**config.mk**
```make
export PLATFORM = sky130hd
export DESIGN_NAME = fifo_win_reader
export DESIGN_NICKNAME = d
export VERILOG_FILES = /design/src/rtl/fifo_rd_pkg.sv /design/src/rtl/fifo_rd_skid.sv /design/src/rtl/fifo_win_reader.sv
export SDC_FILE = /design/constraint.sdc
export NUM_CORES = 1
export LEC_CHECK = 0
export BUFFER_PORTS_ARGS = -buffer_cell sky130_fd_sc_hd__buf_2
export CAP_MARGIN = 40
export CORE_ASPECT_RATIO = 0.75
export CORE_MARGIN = 2
export CORE_UTILIZATION = 50
export CTS_CLUSTER_SIZE = 30
export DETAILED_ROUTE_END_ITERATION = 8
export GPL_ROUTABILITY_DRIVEN = 1
export GPL_TIMING_DRIVEN = 0
export PLACE_DENSITY = 0.82
export SLEW_MARGIN = 10
export SYNTH_ARGS = -nofsm -noshare
export SYNTH_HDL_FRONTEND = slang
export SYNTH_SLANG_ARGS = --single-unit
```
**constraint.sdc**
```tcl
create_clock -name clk -period 3.1 [get_ports clk]
set_input_delay 0.31 -clock clk [delete_from_list [all_inputs] [get_ports clk]]
set_output_delay 0.31 -clock clk [all_outputs]
set_load 0.02 [all_outputs]
```
**src/rtl/fifo_rd_pkg.sv**
```systemverilog
// Shared definitions for the windowed bank reader: FSM states, bank-select
// width derivation and the default output-buffer depth.
package fifo_rd_pkg;

  typedef enum logic [1:0] {
    ST_IDLE  = 2'd0,
    ST_ISSUE = 2'd1,
    ST_DRAIN = 2'd2
  } rd_state_e;

  localparam int SKID_DEPTH_DEF = 4;

  function automatic int bank_w(input int num_of_mem);
    return (num_of_mem > 1) ? $clog2(num_of_mem) : 1;
  endfunction

endpackage

```
**src/rtl/fifo_rd_skid.sv**
```systemverilog
// Synchronous FIFO used as the reader's output buffer; accepts push and pop in
// the same cycle, including when full, so a pop frees the slot a push fills.
module fifo_rd_skid #(
  parameter int W     = 17,
  parameter int DEPTH = 4,
  localparam int CNT_W = $clog2(DEPTH + 1)
) (
  input  logic             clk,
  input  logic             reset,
  input  logic             push_i,
  input  logic [W-1:0]     push_data_i,
  input  logic             pop_i,
  output logic [W-1:0]     pop_data_o,
  output logic [CNT_W-1:0] count_o
);

  localparam int PTR_W = (DEPTH > 1) ? $clog2(DEPTH) : 1;

  logic [W-1:0]     r_mem [DEPTH];
  logic [PTR_W-1:0] r_wr_ptr;
  logic [PTR_W-1:0] r_rd_ptr;
  logic [CNT_W-1:0] r_count;

  function automatic logic [PTR_W-1:0] ptr_next(input logic [PTR_W-1:0] p);
    return (p == PTR_W'(DEPTH - 1)) ? '0 : p + PTR_W'(1);
  endfunction

  always_ff @(posedge clk) begin
    if (push_i) r_mem[r_wr_ptr] <= push_data_i;
  end

  always_ff @(posedge clk) begin
    if (reset) begin
      r_wr_ptr <= '0;
      r_rd_ptr <= '0;
      r_count  <= '0;
    end else begin
      if (push_i) r_wr_ptr <= ptr_next(r_wr_ptr);
      if (pop_i)  r_rd_ptr <= ptr_next(r_rd_ptr);
      case ({push_i, pop_i})
        2'b10:   r_count <= r_count + CNT_W'(1);
        2'b01:   r_count <= r_count - CNT_W'(1);
        default: r_count <= r_count;
      endcase
    end
  end

  assign pop_data_o = r_mem[r_rd_ptr];
  assign count_o    = r_count;

endmodule

```
**src/rtl/fifo_win_reader.sv**
```systemverilog
// Streams a window of samples out of one of NUM_OF_MEM fixed-latency banks with
// credit-based issue into an output FIFO. FIFO_RD_BACKWARD_EN adds dir_i (reverse reads).
module fifo_win_reader
  import fifo_rd_pkg::*;
#(
  parameter int DATA_W     = 16,
  parameter int ADDR_W     = 8,
  parameter int NUM_OF_MEM = 8,
  parameter int RD_LAT     = 2,
  parameter int SKID_DEPTH = SKID_DEPTH_DEF,
  localparam int BANK_W    = bank_w(NUM_OF_MEM)
) (
  input  logic                         clk,
  input  logic                         reset,
  input  logic                         start_i,
  input  logic [BANK_W-1:0]            bank_i,
  input  logic [ADDR_W-1:0]            base_addr_i,
  input  logic [ADDR_W:0]              len_i,
`ifdef FIFO_RD_BACKWARD_EN
  input  logic                         dir_i,
`endif
  output logic [ADDR_W*NUM_OF_MEM-1:0] r_addr,
  output logic [NUM_OF_MEM-1:0]        r_en,
  input  logic [DATA_W*NUM_OF_MEM-1:0] mem_data_i,
  output logic [DATA_W-1:0]            sample_o,
  output logic                         sample_valid_o,
  input  logic                         sample_ready_i,
  output logic                         last_o,
  output logic                         busy_o,
  output logic                         done_o,
  output rd_state_e                    state_o
);

  localparam int CNT_W = $clog2(SKID_DEPTH + 1);

  rd_state_e         r_state;
  logic [BANK_W-1:0] r_bank;
  logic [ADDR_W-1:0] r_addr_cur;
  logic [ADDR_W:0]   r_remain;
  logic [RD_LAT-1:0] r_vpipe;
  logic [RD_LAT-1:0] r_lpipe;
  logic              r_done;

  logic [CNT_W-1:0]  w_count;
  logic [CNT_W:0]    w_outst;
  logic [CNT_W:0]    w_used;
  logic              w_issue;
  logic              w_last_issue;
  logic              w_pop;
  logic [DATA_W:0]   w_pop_data;
  logic [DATA_W:0]   w_push_data;
  logic [ADDR_W-1:0] w_addr_next;

`ifdef FIFO_RD_BACKWARD_EN
  logic r_dir;
  assign w_addr_next = r_dir ? r_addr_cur - ADDR_W'(1) : r_addr_cur + ADDR_W'(1);
`else
  assign w_addr_next = r_addr_cur + ADDR_W'(1);
`endif

  // A sample popped this cycle no longer occupies a slot, so sustained
  // streaming fits in SKID_DEPTH = RD_LAT+1.
  always_comb begin
    w_outst = '0;
    for (int i = 0; i < RD_LAT; i++) w_outst = w_outst + (CNT_W + 1)'(r_vpipe[i]);
  end

  assign w_pop        = sample_valid_o & sample_ready_i;
  assign w_used       = w_outst + {1'b0, w_count} - (CNT_W + 1)'(w_pop);
  assign w_issue      = (r_state == ST_ISSUE) && (w_used < (CNT_W + 1)'(SKID_DEPTH));
  assign w_last_issue = w_issue && (r_remain == (ADDR_W + 1)'(1));

  always_comb begin
    r_en   = '0;
    r_addr = '0;
    if (w_issue) r_en[r_bank] = 1'b1;
    if (r_state == ST_ISSUE) r_addr[int'(r_bank)*ADDR_W +: ADDR_W] = r_addr_cur;
  end

  assign w_push_data = {r_lpipe[RD_LAT-1], mem_data_i[int'(r_bank)*DATA_W +: DATA_W]};

  always_ff @(posedge clk) begin
    if (reset) begin
      r_state    <= ST_IDLE;
      r_bank     <= '0;
      r_addr_cur <= '0;
      r_remain   <= '0;
      r_vpipe    <= '0;
      r_lpipe    <= '0;
      r_done     <= 1'b0;
`ifdef FIFO_RD_BACKWARD_EN
      r_dir      <= 1'b0;
`endif
    end else begin
      r_done  <= 1'b0;
      r_vpipe <= (r_vpipe << 1) | RD_LAT'(w_issue);
      r_lpipe <= (r_lpipe << 1) | RD_LAT'(w_last_issue);
      case (r_state)
        ST_IDLE: begin
          if (start_i && (len_i != '0)) begin
            r_bank     <= bank_i;
            r_addr_cur <= base_addr_i;
            r_remain   <= len_i;
`ifdef FIFO_RD_BACKWARD_EN
            r_dir      <= dir_i;
`endif
            r_state    <= ST_ISSUE;
          end
        end
        ST_ISSUE: begin
          if (w_issue) begin
            r_addr_cur <= w_addr_next;
            r_remain   <= r_remain - (ADDR_W + 1)'(1);
            if (w_last_issue) r_state <= ST_DRAIN;
          end
        end
        ST_DRAIN: begin
          if (w_pop && last_o) begin
            r_state <= ST_IDLE;
            r_done  <= 1'b1;
          end
        end
        default: r_state <= ST_IDLE;
      endcase
    end
  end

  fifo_rd_skid #(
    .W     (DATA_W + 1),
    .DEPTH (SKID_DEPTH)
  ) u_skid (
    .clk         (clk),
    .reset       (reset),
    .push_i      (r_vpipe[RD_LAT-1]),
    .push_data_i (w_push_data),
    .pop_i       (w_pop),
    .pop_data_o  (w_pop_data),
    .count_o     (w_count)
  );

  assign sample_valid_o = (w_count != '0);
  assign sample_o       = sample_valid_o ? w_pop_data[DATA_W-1:0] : '0;
  assign last_o         = sample_valid_o & w_pop_data[DATA_W];
  assign busy_o         = (r_state != ST_IDLE);
  assign done_o         = r_done;
  assign state_o        = r_state;

endmodule

```
-- Yosys cells after proc, flatten, opt, wreduce, memory -nomap -nowiden
Memories as Yosys holds them, arrays and structs flattened. A register that Yosys moved wholly into a read port is not among the register bits.
Index checks and enable logic that the tools add are counted.
- register bits after elaboration: 34
- memory bits (writable): 68
- input port bits: 152
- output and inout bits: 94
- word-level logic and storage cells: 83
- memories kept: 1
- add/subtract/negate cells: 10
- order comparisons: 3
- equal/unequal tests: 11
- shift operators: 3
- multiplexer cells: 24
- bitwise logic cells: 6
- reduce and logical (&&, ||, !) cells: 15
- memories (memory ; depth ; width ; read ports ; clocked after memory_dff ; write ports ; line ; text):
    u_skid.r_mem ; 4 ; 17 ; 1 ; 1 ; 1 ; fifo_rd_skid.sv:19 ; logic [W-1:0] r_mem [DEPTH];
- operators by type and width (cell ; number):
    128-bit by 8-bit variable part select with 16-bit output ; 1
    64-bit bitwise AND ; 1
    64-bit two-way mux ; 1
    8-bit by 33-bit variable shift with 64-bit output (first input constant) ; 1
    8-bit by 33-bit variable part select with 64-bit output ; 1
    6-bit negation with 33-bit output ; 1
    8-bit two-way mux ; 3
    9-bit two-way mux ; 2
    9-bit case mux with 2 select lines ; 1
    16-bit two-way mux ; 1
    2-bit two-way mux ; 8
    8-bit case mux with 2 select lines ; 1
    9-bit by 1-bit == test with 1-bit output (second input constant) ; 1
    9-bit nonzero test ; 1
    9-bit by 1-bit subtractor with 9-bit output (second input constant) ; 1
    8-bit by 1-bit adder with 8-bit output (second input constant) ; 1
    2-bit == test (second input constant) ; 4
    2-bit != test (second input constant) ; 4
    2-bit case mux with 3 select lines ; 1
    3-bit case mux with 2 select lines ; 1
    2-bit nonzero test ; 3
    1-bit logical AND ; 5
    2-bit by 1-bit adder with 2-bit output (second input constant) ; 2
    2-bit by 3-bit adder with 4-bit output ; 1
    other kinds (19) ; 25

-- Logic depth before layout (Yosys ltp)
- depth after elaboration: 9
- gate-level depth with buffers: 10
- mapped depth without buffers: 8

-- Cells and area by module
From an unflattened synthesis, not the netlist that was laid out.
- cell total of the unflattened synthesis: 573
- area, all modules: 6204.7 µm²
- by module, submodules not included (module ; instances ; cells an instance ; area an instance (µm²) ; sequential area each (µm²)):
    fifo_win_reader ; 1 ; 442 ; 3285.7 ; 540.5
    fifo_rd_skid ; 1 ; 131 ; 2919.0 ; 2222.1

-- Least setup slack after synthesis
Ideal clock, no wire load.
- path kind: flip-flop to output port
- start: register u_skid.r_count[2], in the netlist u_skid.count_o[2]
- end: output port r_en[1]
- data arrival time: 2679 ps
- required time: 2790 ps
- setup slack: 111 ps
- cell stages (with the launch flop): 10
- buffers on the path: 2
- cell sequence: dfxtp_1 > buf_2 > o31a_1 > xor2_1 > ha_1 > a21oi_2 > and4_4 > o31ai_4 > clkbuf_1 > nor4_1
- cells in the longest elaborated chain, start to end: 6
- elaborated cells on any way between the ends: 7
- classes of those cells: add/sub (2); order compare (1); mux (1); bitwise (1); reduce/logical (2)
- ends and longest elaborated chain (what ; line ; text):
    from (decl) ; fifo_rd_skid.sv:22 ; logic [CNT_W-1:0] r_count;
    from (signal assigned) ; fifo_rd_skid.sv:41 ; 2'b10: r_count <= r_count + CNT_W'(1);
    from (signal assigned) ; fifo_rd_skid.sv:42 ; 2'b01: r_count <= r_count - CNT_W'(1);
    from (signal assigned) ; fifo_rd_skid.sv:43 ; default: r_count <= r_count;
    parallel branches: the longest is 2 deep, another holds 2-bit by 3-bit adder with 4-bit output ; -- ;
    4-bit by 1-bit subtractor with 4-bit output (*) ; fifo_win_reader.sv:69 ; assign w_used = w_outst + {1'b0, w_count} - (CNT_W + 1)'(w_pop);
    4-bit by 3-bit less-than comparator with 1-bit output (*) ; fifo_win_reader.sv:70 ; assign w_issue = (r_state == ST_ISSUE) && (w_used < (CNT_W + 1)'(SKID_DEPTH));
    1-bit logical AND (*) ; fifo_win_reader.sv:70 ;
    8-bit two-way mux (*) ; fifo_win_reader.sv:76 ; if (w_issue) r_en[r_bank] = 1'b1;
    to (decl) ; fifo_win_reader.sv:23 ; output logic [NUM_OF_MEM-1:0] r_en,
Every way passes the cells marked *.

-- Worst setup path after layout
- start: register u_skid.r_count[0], in the netlist u_skid.count_o[0]
- end: output port r_en[6]
The elaborated chain is that of the path after synthesis.

==> results by group <==
Critical path
  – Worst setup SP type: register
  – Most used cell, CP: buf_6
  – Delay-heaviest family, CP: compound AO/OA/AOI/OAI gates
  – WP data arrival: 2780 ps
  – WP data required: 2790 ps
  – Crit path buffers/inverters: 2
  – Crit. End Element: primary output
  – Max FO, Critical Path: 7
  – Sequence of cells on the critical path: o31a_1 -> nand2b_1 -> ha_4 -> a21oi_4 -> nand4_1 -> a31oi_4 -> buf_6 -> and3_4 -> buf_6
  – Critical path class: register to primary output
  – Slowest stage delay, CP: 380 ps
  – Flop2flop setup slack: 230 ps
  – CP max stage cell: dfxtp_4

STA
  – Final setup viols: 0
  – Fmax: 0.3240 GHz
  – Final period util: 0.9955
  – Max Slew Vio Count: 0
  – Slew headroom: 0.4221
  – Setup repair after global routing missed its margin: true
  – Slew @ Worst Pin: 866.8 ps
  – TNS Setup: 0 ps
  – Clock Skews: 7.622 ps
  – Final hold violations: 0
  – Final min period: 3086 ps

Synth
  – Most common cell in the netlist: and2_1
  – EDFF count, synth: 68
  – Predominant post-synthesis flop cell: edfxtp_1
  – Syn avg cell area: 10.47 µm²
  – Async SR Flop Fraction: 0
  – Top cell type by total area after synthesis: edfxtp_1
  – Yosys warnings: 0
  – Synthesized area: 6284 µm²
  – Post-synth top cells: and2_1, edfxtp_1, nor2_1, nand2_1, dfxtp_1
  – Seq cells post-synth: 104
  – Top post-synthesis cells by area: edfxtp_1, dfxtp_1, mux4_2
  – Post-Syn Nets: 769
  – Yosys top cell area share: 0.3250
  – Syn Inst Count: 600
  – Distinct cells, synth: 65
  – Sequential area share after synthesis: 0.4397

Routing
  – DR DRC count: 0
  – Total number of vias: 6141
  – Average wire per standard cell: 19.95 µm
  – DRT Wirelength: 20.70 mm
  – Antenna-violating nets left: 0
  – Initial DRC count: 638
  – Via-per-instance ratio: 5.916
  – Pre-Repair DR Iteration Count: 5

Clock network
  – Clock slew at reported path FFs: 70 ps
  – Clk Latency, worst-skew pair: 340 ps
  – # clock sinks: 104
  – Clk root buf: clkbuf_16
  – Cts bufs inserted: 9
  – TritonCTS clock tree: built
  – H-tree depth: 3
  – Max Buffers Root-to-Sink: 2

Floorplanning
  – Die Wd: 133.4 µm
  – Starting Density: 0.5124
  – Die Area: 13490 µm²
  – Number of I/O pins: 246
  – FP Rows: 35
  – Die Ht: 101.1 µm
  – Core area: 12260 µm²

Cells and area
  – Antenna cells: 0
  – Final core occ: 0.6792
  – Fraction of layout cells with a size suffix above 1: 0.4140
  – Final net count: 1037
  – Area grow syn2layout: 32.54%

Global route
  – Initial antenna violation count: 0
  – Vias in the first global route: 5558
  – GRT Util Overall: 0.2968
  – Pin count of the biggest net entering global routing: 18
  – First-pass GRT wire length: 30.15 mm
  – GRT overflow: 0

Status
  – Outcome: completed

Pwr
  – Pwr dens: 650.0 nW/µm²
  – Pwr Total: 5.413 mW
  – Max VDD drop: 0.5078 mV
  – Pleak: 3.490 nW

Placed design
  – RD Place Congestion: 0.9915
  – Port bufs: 244
  – Detailed Place HPWL: 14.96 mm

Run
  – Max-Cap Viols: 0

Hold path
  – Hold WC Path Type: primary input to register
placed cells by master (no fill, tap or decap), drive strengths merged, types with 4 or more instances in the layout:
master	n
and2	74
nor4	9
nor2	54
mux4	28
nor3	24
nand2	44
a21oi	23
a22oi	6
mux2i	11
a221oi	11
a31oi	7
nor3b	4
o221ai	4
a311oi	4
a211oi	7
nand4	4
o22ai	5
ha	16
clkbuf	33
buf	276
nor2b	5
nand3	21
nand2b	7
dfxtp	36
o21ai	12
edfxtp	68
and3	11
inv	14
mux2	11
cell families (layout without fill, tap and decap cells):
family                     Yosys count  in the layout  synth area share
xor gates and xnor gates             3              3          0.004182
DFF                                104            104            0.4397
and+or+nand+nor                    266            266            0.2236
buffers and inverters               56            328           0.03564
adders and majority gates           17             17           0.03505
AOI/OAI and AO/OA                  104            104            0.1243
muxes                               50             50            0.1376
state kept, by name (all words and copies together), names as in the netlist, named ones only:
signal and flops:
u_skid.r_rd_ptr 2, u_skid.count_o 3, u_skid.r_mem 68, r_addr_cur 8, r_remain 9, r_bank 3, u_skid.r_wr_ptr 2, r_lpipe 2
r_vpipe 2, state_o 2, done_o 1
final cells by class:
type                            count  area (µm²)
Sequential cell                   104        2773
Inverter                           14       56.30
Fill cell                         940        3934
Timing Repair Buffer              262        1389
Clock inverter                      5       81.33
Clock buffer                       10       229.0
Multi-Input combinational cell    440        3417
Buffer                             37       175.2
Tap cell                          166       207.7
tightest hold or removal path: stages:
cell and delay (ps):
buf_2 100, nand2_1 50, a21oi_1 50
what timing repair did:
| item | 4_1_cts | 5_1_grt |
|---|---|---|
| buffers inserted | 8 | 7 |
| resized for setup | 21 | 21 |
| hold buffers | 0 | 0 |
| endpoints found under the setup margin | 68 | 54 |
| pin swaps | 5 | 6 |
power by group:
group | switching, mW | internal (mW) | total [mW]
logic | 1.46 | 1.02 | 2.47
clock network | 0.488 | 0.705 | 1.19
registers | 0.118 | 1.63 | 1.75
total | 2.06 | 3.35 | 5.41
through the flow:
stage	worst slack [ps]	instances	hold WS, ps	instance area [µm²]
after floorplan	111.0	600	413.8	6284
after global placement	-173.5	1010	447.2	7712
after detailed placement	-276.2	1011	446.9	7727
after global routing	-62.42	1038	210.2	8328
after CTS	7.440	1032	194.4	8182
final	13.84	1038	213.5	8328
layer usage:
metal,GRT usage,share of wire,vias up
met1,0.3997,0.39,2915
li1,-,-,2780
met5,0,0,-
met2,0.4782,0.47,393
met3,0.06687,0.10,53
met4,0.1047,0.032,0
worst paths after layout:
path | start | to | depth (start not counted)
worst max register to register | u_skid.count_o[0]$_SDFFE_PP0N_ | r_remain[0]$_SDFFE_PP0P_ | 10
worst min register to register | r_lpipe[0]$_SDFF_PP0_ | r_lpipe[1]$_SDFF_PP0_ | 1
worst max-delay path | u_skid.count_o[0]$_SDFFE_PP0N_ | r_en[6] | 9
worst min-delay path | bank_i[2] | r_bank[2]$_SDFFE_PP0P_ | 3
Power figures use the tool's default switching activity.
